## config.mk

```make
export PLATFORM = sky130hd
export DESIGN_NAME = div_ctrl_flat
export DESIGN_NICKNAME = d
export VERILOG_FILES = /design/src/rtl/div_ctrl_pkg.sv /design/src/rtl/div_ctrl_if.sv /design/src/rtl/div_ctrl.sv /design/src/flat_wrapper.sv
export SDC_FILE = /design/constraint.sdc
export NUM_CORES = 1
export LEC_CHECK = 0
export BUFFER_PORTS_ARGS = -buffer_cell sky130_fd_sc_hd__clkbuf_2
export CAP_MARGIN = 15
export CORE_ASPECT_RATIO = 0.8
export CORE_UTILIZATION = 41
export DETAILED_ROUTE_END_ITERATION = 10
export PLACE_DENSITY = 0.82
export SYNTH_ARGS = -nofsm -noshare
export SYNTH_HDL_FRONTEND = slang
export SYNTH_SLANG_ARGS = --single-unit
```

## constraint.sdc

```tcl
create_clock -name clk -period 1.6 [get_ports clk]
set_input_delay 0.16 -clock clk [delete_from_list [all_inputs] [get_ports clk]]
set_output_delay 0.16 -clock clk [all_outputs]
set_load 0.01 [all_outputs]
```

## src/rtl/div_ctrl_pkg.sv

```systemverilog
// Shared constants and state type for the execute-stage divide sequencer.
package div_ctrl_pkg;

  localparam logic DivStart          = 1'b1;
  localparam logic DivStop           = 1'b0;
  localparam logic DivResultReady    = 1'b1;
  localparam logic DivResultNotReady = 1'b0;

  localparam logic [4:0] DIV_CONTROL  = 5'b10110;
  localparam logic [4:0] DIVU_CONTROL = 5'b10111;

  localparam logic [31:0] ZeroWord = '0;

  typedef enum logic [1:0] {
    DCTRL_IDLE  = 2'b00,
    DCTRL_BUSY  = 2'b01,
    DCTRL_DONE  = 2'b10,
    DCTRL_ABORT = 2'b11
  } dctrl_state_e;

endpackage

```

## src/rtl/div_ctrl_if.sv

```systemverilog
// EX-side request/result and divider-side handshake bundle for div_ctrl.
interface div_ctrl_if;
  logic        div_req_i;
  logic [4:0]  alucontrol_i;
  logic [31:0] op1_i;
  logic [31:0] op2_i;
  logic        flush_i;
  logic [63:0] div_result_i;
  logic        div_ready_i;
  logic        div_start_o;
  logic        div_annul_o;
  logic [4:0]  div_alucontrol_o;
  logic [31:0] div_op1_o;
  logic [31:0] div_op2_o;
  logic        stall_o;
  logic        hilo_we_o;
  logic [31:0] hi_o;
  logic [31:0] lo_o;

  modport slave (
    input  div_req_i, alucontrol_i, op1_i, op2_i, flush_i, div_result_i, div_ready_i,
    output div_start_o, div_annul_o, div_alucontrol_o, div_op1_o, div_op2_o,
    output stall_o, hilo_we_o, hi_o, lo_o
  );

  modport master (
    output div_req_i, alucontrol_i, op1_i, op2_i, flush_i, div_result_i, div_ready_i,
    input  div_start_o, div_annul_o, div_alucontrol_o, div_op1_o, div_op2_o,
    input  stall_o, hilo_we_o, hi_o, lo_o
  );
endinterface

```

## src/rtl/div_ctrl.sv

```systemverilog
// Sequences one DIV/DIVU through the multicycle divider: latch, run, write HI/LO
// once, or annul cleanly when EX is flushed.
module div_ctrl
  import div_ctrl_pkg::*;
#(
  parameter int unsigned ABORT_CYC = 2
) (
  input  logic     clk,
  input  logic     rst,
  div_ctrl_if.slave bus
);

  localparam int unsigned CNT_W = $clog2(ABORT_CYC + 1);

  dctrl_state_e     r_state;
  dctrl_state_e     w_next;
  logic [CNT_W-1:0] r_abort_cnt;
  logic             r_start;
  logic             r_annul;
  logic             r_we;
  logic [4:0]       r_ctl;
  logic [31:0]      r_op1;
  logic [31:0]      r_op2;
  logic [31:0]      r_hi;
  logic [31:0]      r_lo;
  logic             w_accept;

  assign w_accept = bus.div_req_i & ~bus.flush_i;

  always_comb begin
    w_next = r_state;
    case (r_state)
      DCTRL_IDLE:  if (w_accept) w_next = DCTRL_BUSY;
      DCTRL_BUSY: begin
        if (bus.flush_i)                          w_next = DCTRL_ABORT;
        else if (bus.div_ready_i == DivResultReady) w_next = DCTRL_DONE;
      end
      DCTRL_DONE:  w_next = DCTRL_IDLE;
      DCTRL_ABORT: if (r_abort_cnt == '0) w_next = DCTRL_IDLE;
      default:     w_next = DCTRL_IDLE;
    endcase
  end

  always_ff @(posedge clk or negedge rst) begin
    if (!rst) r_state <= DCTRL_IDLE;
    else      r_state <= w_next;
  end

  // Outputs are registered from the next state so they line up with the state they describe.
  always_ff @(posedge clk or negedge rst) begin
    if (!rst) begin
      r_start     <= DivStop;
      r_annul     <= 1'b0;
      r_we        <= 1'b0;
      r_ctl       <= '0;
      r_op1       <= ZeroWord;
      r_op2       <= ZeroWord;
      r_hi        <= ZeroWord;
      r_lo        <= ZeroWord;
      r_abort_cnt <= '0;
    end else begin
      r_start <= (w_next == DCTRL_BUSY) ? DivStart : DivStop;
      r_annul <= (w_next == DCTRL_ABORT);
      r_we    <= (w_next == DCTRL_DONE);
      if (r_state == DCTRL_IDLE && w_accept) begin
        r_ctl <= bus.alucontrol_i;
        r_op1 <= bus.op1_i;
        r_op2 <= bus.op2_i;
      end
      if (r_state == DCTRL_BUSY && w_next == DCTRL_DONE) begin
        r_hi <= bus.div_result_i[63:32];
        r_lo <= bus.div_result_i[31:0];
      end
      if (r_state == DCTRL_BUSY && w_next == DCTRL_ABORT)
        r_abort_cnt <= CNT_W'(ABORT_CYC - 1);
      else if (r_state == DCTRL_ABORT && r_abort_cnt != '0)
        r_abort_cnt <= r_abort_cnt - CNT_W'(1);
    end
  end

  assign bus.div_start_o      = r_start;
  assign bus.div_annul_o      = r_annul;
  assign bus.div_alucontrol_o = r_ctl;
  assign bus.div_op1_o        = r_op1;
  assign bus.div_op2_o        = r_op2;
  assign bus.hi_o             = r_hi;
  assign bus.lo_o             = r_lo;
  // Strobe is registered on DONE entry but still dropped by a flush arriving in DONE itself.
  assign bus.hilo_we_o        = r_we & ~bus.flush_i;
  assign bus.stall_o          = ((r_state == DCTRL_IDLE) & w_accept)
                              | (r_state == DCTRL_BUSY)
                              | ((r_state == DCTRL_ABORT) & bus.div_req_i);

endmodule

```

## src/flat_wrapper.sv

```systemverilog
// flat-port wrapper written by rule: the top's interface ports become plain ports
module div_ctrl_flat import div_ctrl_pkg::*;
#(
  parameter int unsigned ABORT_CYC = 2
)
  (clk, rst, bus_div_req_i, bus_alucontrol_i, bus_op1_i, bus_op2_i, bus_flush_i, bus_div_result_i, bus_div_ready_i, bus_div_start_o, bus_div_annul_o, bus_div_alucontrol_o, bus_div_op1_o, bus_div_op2_o, bus_stall_o, bus_hilo_we_o, bus_hi_o, bus_lo_o);
  div_ctrl_if bus_i ();
  input  logic clk;
  input  logic rst;
  input wire logic [$bits(bus_i.div_req_i)-1:0] bus_div_req_i;
  input wire logic [$bits(bus_i.alucontrol_i)-1:0] bus_alucontrol_i;
  input wire logic [$bits(bus_i.op1_i)-1:0] bus_op1_i;
  input wire logic [$bits(bus_i.op2_i)-1:0] bus_op2_i;
  input wire logic [$bits(bus_i.flush_i)-1:0] bus_flush_i;
  input wire logic [$bits(bus_i.div_result_i)-1:0] bus_div_result_i;
  input wire logic [$bits(bus_i.div_ready_i)-1:0] bus_div_ready_i;
  output wire logic [$bits(bus_i.div_start_o)-1:0] bus_div_start_o;
  output wire logic [$bits(bus_i.div_annul_o)-1:0] bus_div_annul_o;
  output wire logic [$bits(bus_i.div_alucontrol_o)-1:0] bus_div_alucontrol_o;
  output wire logic [$bits(bus_i.div_op1_o)-1:0] bus_div_op1_o;
  output wire logic [$bits(bus_i.div_op2_o)-1:0] bus_div_op2_o;
  output wire logic [$bits(bus_i.stall_o)-1:0] bus_stall_o;
  output wire logic [$bits(bus_i.hilo_we_o)-1:0] bus_hilo_we_o;
  output wire logic [$bits(bus_i.hi_o)-1:0] bus_hi_o;
  output wire logic [$bits(bus_i.lo_o)-1:0] bus_lo_o;
  assign bus_i.div_req_i = bus_div_req_i;
  assign bus_i.alucontrol_i = bus_alucontrol_i;
  assign bus_i.op1_i = bus_op1_i;
  assign bus_i.op2_i = bus_op2_i;
  assign bus_i.flush_i = bus_flush_i;
  assign bus_i.div_result_i = bus_div_result_i;
  assign bus_i.div_ready_i = bus_div_ready_i;
  assign bus_div_start_o = bus_i.div_start_o;
  assign bus_div_annul_o = bus_i.div_annul_o;
  assign bus_div_alucontrol_o = bus_i.div_alucontrol_o;
  assign bus_div_op1_o = bus_i.div_op1_o;
  assign bus_div_op2_o = bus_i.div_op2_o;
  assign bus_stall_o = bus_i.stall_o;
  assign bus_hilo_we_o = bus_i.hilo_we_o;
  assign bus_hi_o = bus_i.hi_o;
  assign bus_lo_o = bus_i.lo_o;
  div_ctrl #(.ABORT_CYC(ABORT_CYC)) u_core (.clk(clk), .rst(rst), .bus(bus_i));
endmodule
```

**Word level (Yosys, flattened, before mapping)**

Index checks and enable logic that the tools add are counted.

- Memories: 0
- Input port bits: 138
- ROM bits: 0
- Logic and storage cells: 40
- Register bits after elaboration: 140
- Bits in writable memories: 0
- Latch bits: 0
- Output and inout port bits: 137

- $add $sub $neg: 1
- Equal/unequal tests: 6
- Multipliers: 0
- Bitwise gates (word level): 7
- Shift-type cells: 0
- Reductions and logical operators: 8
- $lt $le $gt $ge: 0
- Divide/modulo/power cells: 0
- Mux-type cells: 8

Operators with widths:

| kind | count |
|---|---|
| 2-bit 2-to-1 mux | 6 |
| 2-bit == test (second input constant) | 4 |
| 2-bit one-hot mux with 4 select lines | 1 |
| 1-bit bitwise AND | 4 |
| 2-bit by 1-bit == test with 1-bit output (second input constant) | 2 |
| 1-bit logical AND | 4 |
| 2-bit logical NOT | 2 |
| 2-bit nonzero test | 2 |
| 1-bit OR | 2 |
| 2-bit by 1-bit subtractor with 2-bit output (second input constant) | 1 |
| 1-bit 2-to-1 mux | 1 |
| 1-bit NOT | 1 |

**Longest topological paths before layout**

Gate-level depths: netlist of run 1.

- Depth after elaboration: 7
- Depth in mapped cells: 6
- Mapped depth without buffers: 5

**Worst setup path before layout of run 1**

OpenSTA, ideal clock, no wires.

- Path type: flip-flop to flip-flop
- Start: register u_core.r_state[0]
- End: register u_core.r_op2[21], in the netlist u_core.bus.div_op2_o[21]
- Cell stages (with the launch flop): 6
- Arrival time: 1.416 ns
- Required time: 1.473 ns
- Buffers on the path: 3
- Slack: 0.056 ns
- Period minus slack after synthesis: 1.544 ns
- Library setup time: 0.127 ns
- Cells stage by stage: dfrtp_1 -> buf_2 -> nor3b_2 -> buf_4 -> buf_6 -> mux2_1

- Longest elaborated chain between the ends: 2

Ends and longest elaborated chain:

| what | line | RTL |
|---|---|---|
| from (decl) | div_ctrl.sv:15 | `dctrl_state_e r_state;` |
| from (signal assigned) | div_ctrl.sv:46 | `else r_state <= w_next;` |
| 2-bit logical NOT | div_ctrl.sv:65 | `if (r_state == DCTRL_IDLE && w_accept) begin` |
| 1-bit logical AND | div_ctrl.sv:65 |  |
| to (signal assigned) | div_ctrl.sv:57 | `r_op2 <= ZeroWord;` |
| to (signal assigned) | div_ctrl.sv:68 | `r_op2 <= bus.op2_i;` |
| to (decl) | div_ctrl.sv:23 | `logic [31:0] r_op2;` |

No other way between the ends.
A chain may end at the register's enable or synchronous reset.

**Final worst setup path of run 1**

- Start: register u_core.r_state[1]
- End: register u_core.r_op2[17], in the netlist u_core.bus.div_op2_o[17]

The elaborated chain is that of the path after synthesis.

==> results.sh, run 1 <==
export IMPL_status="completed"
export IMPL_normalized_max_slew_margin_pct=78.3
export IMPL_timing_critical_path_to_type="flip-flop"
export IMPL_htreeDepth=4
export IMPL_syn_instance_count=318
export IMPL_syn_cell_area_sq_mm=0.00528
export IMPL_final_setup_violation_count=0
export IMPL_hold_path_class="primary input to flip-flop"
export IMPL_antenna_found_initial=0
export IMPL_power_static_leakage_nw=4.32
export IMPL_congestion_overflow_gr=0
export IMPL_final_common_cell="sky130_fd_sc_hd__clkbuf_2"
export IMPL_first_global_vias=4915
export IMPL_synth_seq_area_share_pct=66.3
export IMPL_final_cell_mix="273 x sky130_fd_sc_hd__clkbuf_2, 138 x sky130_fd_sc_hd__dfrtp_1, 134 x sky130_fd_sc_hd__dlygate4sd3_1, 123 x sky130_fd_sc_hd__mux2_2, 18 x sky130_fd_sc_hd__clkbuf_16"
export IMPL_initialDrtViolationCount=119
export IMPL_synthesized_netlist_net_count=457
export IMPL_total_routing_resource_utilization_after_global_routing_pct=24.0
export IMPL_synth_simple_gate_area_share_pct=1.56
export IMPL_clock_tree_buffer_depth=2
export IMPL_initial_core_util_pct=42.6
export IMPL_synth_fa_ha_area_share_pct=0.237
export IMPL_grt_first_pass_wirelength_um=24300
export IMPL_crit_required_ns=1.89
export IMPL_synth_mux_area_fraction_pct=28.7
export IMPL_setup_ws_ns=0.0500
export IMPL_vdd_drop_max_v=0.00108
export IMPL_clock_tree_from_tritoncts="built"
export IMPL_clk_transition_reported_paths_ns=0.06
export IMPL_dr_total_vias=4290
export IMPL_die_width_um=129
export IMPL_fraction_of_layout_instances_using_a_drive_strength_above_1_pct=58.5
export IMPL_finalClockSkew_ns=0.00590
export IMPL_hpwl_um=8890
export IMPL_timing_final_crit_share_pct=96.9
export IMPL_share_of_the_synthesized_netlist_area_taken_by_xor_and_xnor_gates_pct=0
export IMPL_grt_use_met1_pct=24.8
export IMPL_report_final_slew_viol_count=0
export IMPL_worst_hold_slack_ns=0.0532
export IMPL_synth_seq_cells=140
export IMPL_number_of_iterations_in_the_first_detailed_routing_pass=4
export IMPL_p_total_mw=15.7
export IMPL_detail_route_antenna_nets=0
export IMPL_avgRoutedWirePerCell_um=16.7
export IMPL_grt_setup_unrepaired="yes"
export IMPL_rows=36
export IMPL_root_buffer="sky130_fd_sc_hd__clkbuf_16"
export IMPL_cts_inserted_buffers=17
export IMPL_final_nets=882
export IMPL_grt_start_max_net_pins=57
export IMPL_finalWorstPathRequiredPeriod_ns=1.55
export IMPL_flow_area_growth_from_synthesis_pct=67.1
export IMPL_floorplan_core_area_sq_mm=0.0124
export IMPL_die_area_sq_mm=0.0133
export IMPL_grtUsageMet2_pct=43.6
export IMPL_drv_cap=0
export IMPL_worstSkewPairLatency_ns=0.41
export IMPL_chipHeight_um=104
export IMPL_maxClockFrequency_mhz=645
export IMPL_pre_cts_ws_ns=-0.0131
export IMPL_globalRoute_busiestLayer="met2"
export IMPL_diodes=0
export IMPL_avg_inst_size_synth_sq_um=16.6
export IMPL_top_level_ports=275
export IMPL_ys_warnings_count=0
export IMPL_timing_critical_path_fanout_max=52
export IMPL_pwr_density_cell_mw_per_mm2=1770
export IMPL_gpl_final_weighted_congestion=0.707
export IMPL_numClockSinks=140
export IMPL_post_drt_via_cell_ratio=4.63
export IMPL_synth_cell_type_count=25
export IMPL_grt_util_met3_pct=7.08
export IMPL_worstSetupPathType="flip-flop to flip-flop"
export IMPL_synth_compound_area_share_pct=0.995
export IMPL_drt_total_wl_um=15400
export IMPL_finalHoldViolCount=0
export IMPL_io_buffers=274
export IMPL_utilization_after_layout_pct=71.3
export IMPL_synth_top_family_by_area="multiplexers"
export IMPL_arrival_ns=1.84
export IMPL_drcViolationCount=0
export IMPL_start_kind="flip-flop"
export IMPL_worstMarginPinSlew_ns=0.325
-- power by group --
part	internal, mW	leakage (nW)	switching [mW]
registers	5.33	1.68	1.07
logic	3.14	2.41	2.77
clock network	1.95	0.237	1.39
total	10.4	4.32	5.22
-- cells in the mapped netlist --
library cell               number  share of area [%]
sky130_fd_sc_hd__dfrtp_1      140                 66
sky130_fd_sc_hd__mux2_2       123                 26
sky130_fd_sc_hd__mux2_1        10                2.1
sky130_fd_sc_hd__buf_2          9               0.85
sky130_fd_sc_hd__buf_4          5               0.71
sky130_fd_sc_hd__nand2_1        5               0.36
sky130_fd_sc_hd__inv_1          4               0.28
sky130_fd_sc_hd__o21ai_0        3               0.28
sky130_fd_sc_hd__mux2i_1        2               0.38
sky130_fd_sc_hd__nor3_1         2               0.19
sky130_fd_sc_hd__a211oi_1       1               0.14
sky130_fd_sc_hd__a21oi_1        1              0.095
sky130_fd_sc_hd__a22o_1         1               0.17
sky130_fd_sc_hd__and2_1         1               0.12
sky130_fd_sc_hd__buf_6          1               0.21
sky130_fd_sc_hd__clkbuf_1       1              0.071
sky130_fd_sc_hd__ha_1           1               0.24
sky130_fd_sc_hd__nand2b_1       1               0.12
sky130_fd_sc_hd__nor2_1         1              0.071
sky130_fd_sc_hd__nor2b_1        1               0.12
sky130_fd_sc_hd__nor2b_2        1               0.17
sky130_fd_sc_hd__nor3_2         1               0.19
sky130_fd_sc_hd__nor3b_2        1               0.24
sky130_fd_sc_hd__o22ai_1        1               0.12
sky130_fd_sc_hd__o311a_1        1               0.19
-- per-layer routing --
layer	wire (um)	share of wire (%)
met4	418	2.7
met1	5820	38
met5	0	0
met3	1000	6.5
met2	8210	53
-- layout make-up --
type | instances | area (sq um)
fillers | 746 | 3560
flip-flops and latches | 140 | 3510
repair buffers | 422 | 2920
multi-input cells | 158 | 1680
clock buffers | 23 | 448
well taps | 171 | 214
clock inverters | 8 | 47.5
inverters | 4 | 15.0
-- stage by stage --
stage | setup TNS, ns | instance area [sq um] | cells
final | 0 | 8830 | 926
after global routing | -0.0319 | 8830 | 926
after CTS | 0 | 8760 | 924
after detailed placement | -0.133 | 6930 | 759
after global placement | 0 | 6930 | 759
after floorplan | 0 | 5280 | 318
-- path summary, 6_finish.rpt --
path	start	endpoint	slack (ns)	cells past startpoint
worst max-delay path	u_core.r_state[1]	u_core.bus.div_op2_o[17]	0.05	3
worst min-delay path	bus_div_ready_i	u_core.r_state[1]	0.05	2
worst max register to register	u_core.r_state[1]	u_core.bus.div_op2_o[17]	0.05	3
worst min register to register	u_core.bus.div_op2_o[29]	u_core.bus.div_op2_o[29]	0.49	1
max in group asynchronous	rst	u_core.bus.hi_o[14]	0.78	3
min in group asynchronous	rst	u_core.bus.div_op1_o[14]	0.20	2
-- state kept, by name, indices dropped and copies added (netlist names) --
| register | flops |
|---|---|
| u_core.bus.hi_o | 32 |
| u_core.bus.div_op1_o | 32 |
| u_core.bus.div_op2_o | 32 |
| u_core.r_abort_cnt | 2 |
| u_core.bus.div_alucontrol_o | 5 |
| u_core.r_we | 1 |
| u_core.r_state | 2 |
| u_core.bus.div_annul_o | 1 |
| u_core.bus.lo_o | 32 |
| u_core.bus.div_start_o | 1 |
-- cells by family (layout without fill, tap and decap cells) --
kind of cell,after synthesis,in the layout
flops,140,140
mux,135,135
simple gates,14,14
compound gates,8,8
buf+inv,20,457
fa+ha+maj,1,1
-- worst max-delay path, stage by stage (launching register included) --
cell and delay (ns):
sky130_fd_sc_hd__dfrtp_2 0.45, sky130_fd_sc_hd__nor3b_4 0.26, sky130_fd_sc_hd__buf_12 0.29, sky130_fd_sc_hd__mux2_2 0.38
-- timing repair --
item / in CTS / in global routing
hold buffers: 134 / 0
endpoints found under the setup margin: 0 / 96
resized for setup: 0 / 5
setup buffers: 0 / 1
endpoints found under the hold margin: 225 / 0
Note: power is estimated with default switching activity, not from simulation.
==> run 2, diff against run 1 <==
--- a/config.mk
+++ b/config.mk
@@ -10,6 +10,7 @@
 export CORE_ASPECT_RATIO = 0.8
 export CORE_UTILIZATION = 41
 export DETAILED_ROUTE_END_ITERATION = 10
+export HOLD_SLACK_MARGIN = 0.02
 export PLACE_DENSITY = 0.82
 export SYNTH_ARGS = -nofsm -noshare
 export SYNTH_HDL_FRONTEND = slang
==> constraint.sdc (replaced) <==
create_clock -name clk -period 1.6 [get_ports clk]
set_input_delay 0 -clock clk [delete_from_list [all_inputs] [get_ports clk]]
set_output_delay 0 -clock clk [all_outputs]
set_load 0.01 [all_outputs]
==> run 2 against run 1 <==
Against the previous run: register-to-register slack hardly changed; sequential share of layout area is 1.0 points lower; combinational power is 0.7% higher; largest power group unchanged.
==> results.sh, run 2 (synthesis results as in run 1) <==
export IMPL_utilization_after_layout_pct=73.1
export IMPL_grt_start_max_net_pins=56
export IMPL_post_drt_via_cell_ratio=4.68
export IMPL_chipHeight_um=104
export IMPL_drv_cap=0
export IMPL_hold_path_class="primary input to asynchronous set/reset pin"
export IMPL_maxClockFrequency_mhz=651
export IMPL_top_level_ports=275
export IMPL_worstSkewPairLatency_ns=0.41
export IMPL_worstMarginPinSlew_ns=0.377
export IMPL_status="completed"
export IMPL_dr_total_vias=4365
export IMPL_pre_cts_ws_ns=0.0280
export IMPL_die_width_um=129
export IMPL_critical_path_reg2reg_startpoint="u_core.r_state[0]"
export IMPL_r2r_cells=5
export IMPL_cts_inserted_buffers=17
export IMPL_avgRoutedWirePerCell_um=17.2
export IMPL_setup_tns_final_ns=0
export IMPL_diodes=0
export IMPL_report_final_slew_viol_count=0
export IMPL_fill_cell_total_of_the_finished_layout=731
export IMPL_clk_transition_reported_paths_ns=0.06
export IMPL_power_static_leakage_nw=4.43
export IMPL_clock_tree_from_tritoncts="built"
export IMPL_drcViolationCount=0
export IMPL_arrival_ns=1.83
export IMPL_number_of_iterations_in_the_first_detailed_routing_pass=4
export IMPL_final_setup_violation_count=0
export IMPL_critical_path_reg2reg_endpoint="u_core.bus.lo_o[9]"
export IMPL_crit_required_ns=1.90
export IMPL_setup_ws_ns=0.0642
export IMPL_clock_tree_buffer_depth=2
export IMPL_congestion_overflow_gr=0
export IMPL_detail_route_antenna_nets=0
export IMPL_htreeDepth=4
export IMPL_vdd_drop_max_v=0.00113
export IMPL_io_buffers=274
export IMPL_normalized_max_slew_margin_pct=74.9
export IMPL_multi_input_gate_area_sq_mm=0.00168
export IMPL_first_global_vias=4863
export IMPL_final_cell_mix="273 x sky130_fd_sc_hd__clkbuf_2, 139 x sky130_fd_sc_hd__dfrtp_1, 138 x sky130_fd_sc_hd__dlygate4sd3_1, 123 x sky130_fd_sc_hd__mux2_2, 19 x sky130_fd_sc_hd__clkbuf_16"
export IMPL_hpwl_um=9000
export IMPL_grt_setup_unrepaired="no"
export IMPL_finalClockSkew_ns=0.00783
export IMPL_grt_first_pass_wirelength_um=24200
export IMPL_dpl_cell_count=757
export IMPL_fraction_of_layout_instances_using_a_drive_strength_above_1_pct=58.8
export IMPL_timing_critical_path_to_type="flip-flop"
export IMPL_timing_final_crit_share_pct=96.0
export IMPL_numClockSinks=140
export IMPL_timing_reg2reg_setup_slack_ns=0.06
export IMPL_floorplan_core_area_sq_mm=0.0124
export IMPL_final_instance_count_excl_fill=933
export IMPL_gpl_final_weighted_congestion=0.748
export IMPL_pwr_density_cell_mw_per_mm2=1830
export IMPL_final_nets=888
export IMPL_finalWorstPathRequiredPeriod_ns=1.54
export IMPL_antenna_found_initial=0
export IMPL_sequential_cell_area_sq_mm=0.00350
export IMPL_flow_area_growth_from_synthesis_pct=71.5
export IMPL_timing_critical_path_fanout_max=22
export IMPL_finalHoldViolCount=0
export IMPL_total_routing_resource_utilization_after_global_routing_pct=24.0
export IMPL_rows=36
export IMPL_drt_total_wl_um=16000
export IMPL_final_common_cell="sky130_fd_sc_hd__clkbuf_2"
export IMPL_worstSetupPathType="flip-flop to flip-flop"
export IMPL_root_buffer="sky130_fd_sc_hd__clkbuf_16"
export IMPL_initialDrtViolationCount=160
export IMPL_initial_core_util_pct=42.6
export IMPL_p_total_mw=16.6
export IMPL_start_kind="flip-flop"
export IMPL_die_area_sq_mm=0.0133
## run 2: timing repair
action | in CTS | in global routing
setup buffers | 0 | 3
hold endpoints to repair | 275 | 0
gates resized for setup | 0 | 6
hold buffers | 138 | 0
setup endpoints to repair | 0 | 91
## run 2: critical path: stages (launching register included)
cell and delay, ns:
sky130_fd_sc_hd__dfrtp_2 0.41, sky130_fd_sc_hd__nand2_1 0.11, sky130_fd_sc_hd__nor3_4 0.20, sky130_fd_sc_hd__buf_12 0.14
sky130_fd_sc_hd__clkbuf_16 0.20, sky130_fd_sc_hd__mux2_2 0.35
## run 2: routing by layer
metal	share of wire, %	vias to the layer above	GRT usage (%)	wire length, um
met5	0	-	0	0
met4	2.4	0	10.5	391
met3	6.1	34	6.82	984
met2	53	200	44.3	8490
met1	38	2148	24.9	6150
li1	-	1983	-	-
## run 2: worst max path at each step
stage                                  from                  endpoint  slack [ns]  cells past startpoint
after global placement    u_core.r_state[1]  u_core.bus.div_op1_o[21]        0.05                      3
after floorplan           u_core.r_state[0]  u_core.bus.div_op2_o[21]        0.06                      5
after CTS                 u_core.r_state[1]  u_core.bus.div_op1_o[16]        0.01                      3
after global routing      u_core.r_state[1]  u_core.bus.div_op2_o[30]        0.01                      4
after detailed placement  u_core.r_state[1]   u_core.bus.div_op1_o[5]        0.03                      3
final                     u_core.r_state[0]        u_core.bus.lo_o[9]        0.06                      5
## run 2: final cells by class
type                    count  area share [%]
flip-flops and latches    140            38.7
repair buffers            428            33.0
multi-input cells         158            18.5
clock buffers              23            5.50
well taps                 171            2.36
clock inverters             9            1.74
inverters                   4           0.166
## run 2: where the power goes
group | total, mW | switching, mW | internal [mW]
clock network | 4.26 | 1.44 | 2.82
registers | 6.42 | 1.09 | 5.33
logic | 5.94 | 2.78 | 3.16
total | 16.6 | 5.30 | 11.3
## run 2: stage by stage
step	hold slack, ns	area, sq um
after global placement	-0.0700	6910
after floorplan	-0.296	5280
after global routing	0.0706	9050
after detailed placement	-0.0653	6910
final	0.0488	9050
after CTS	0.0592	8950
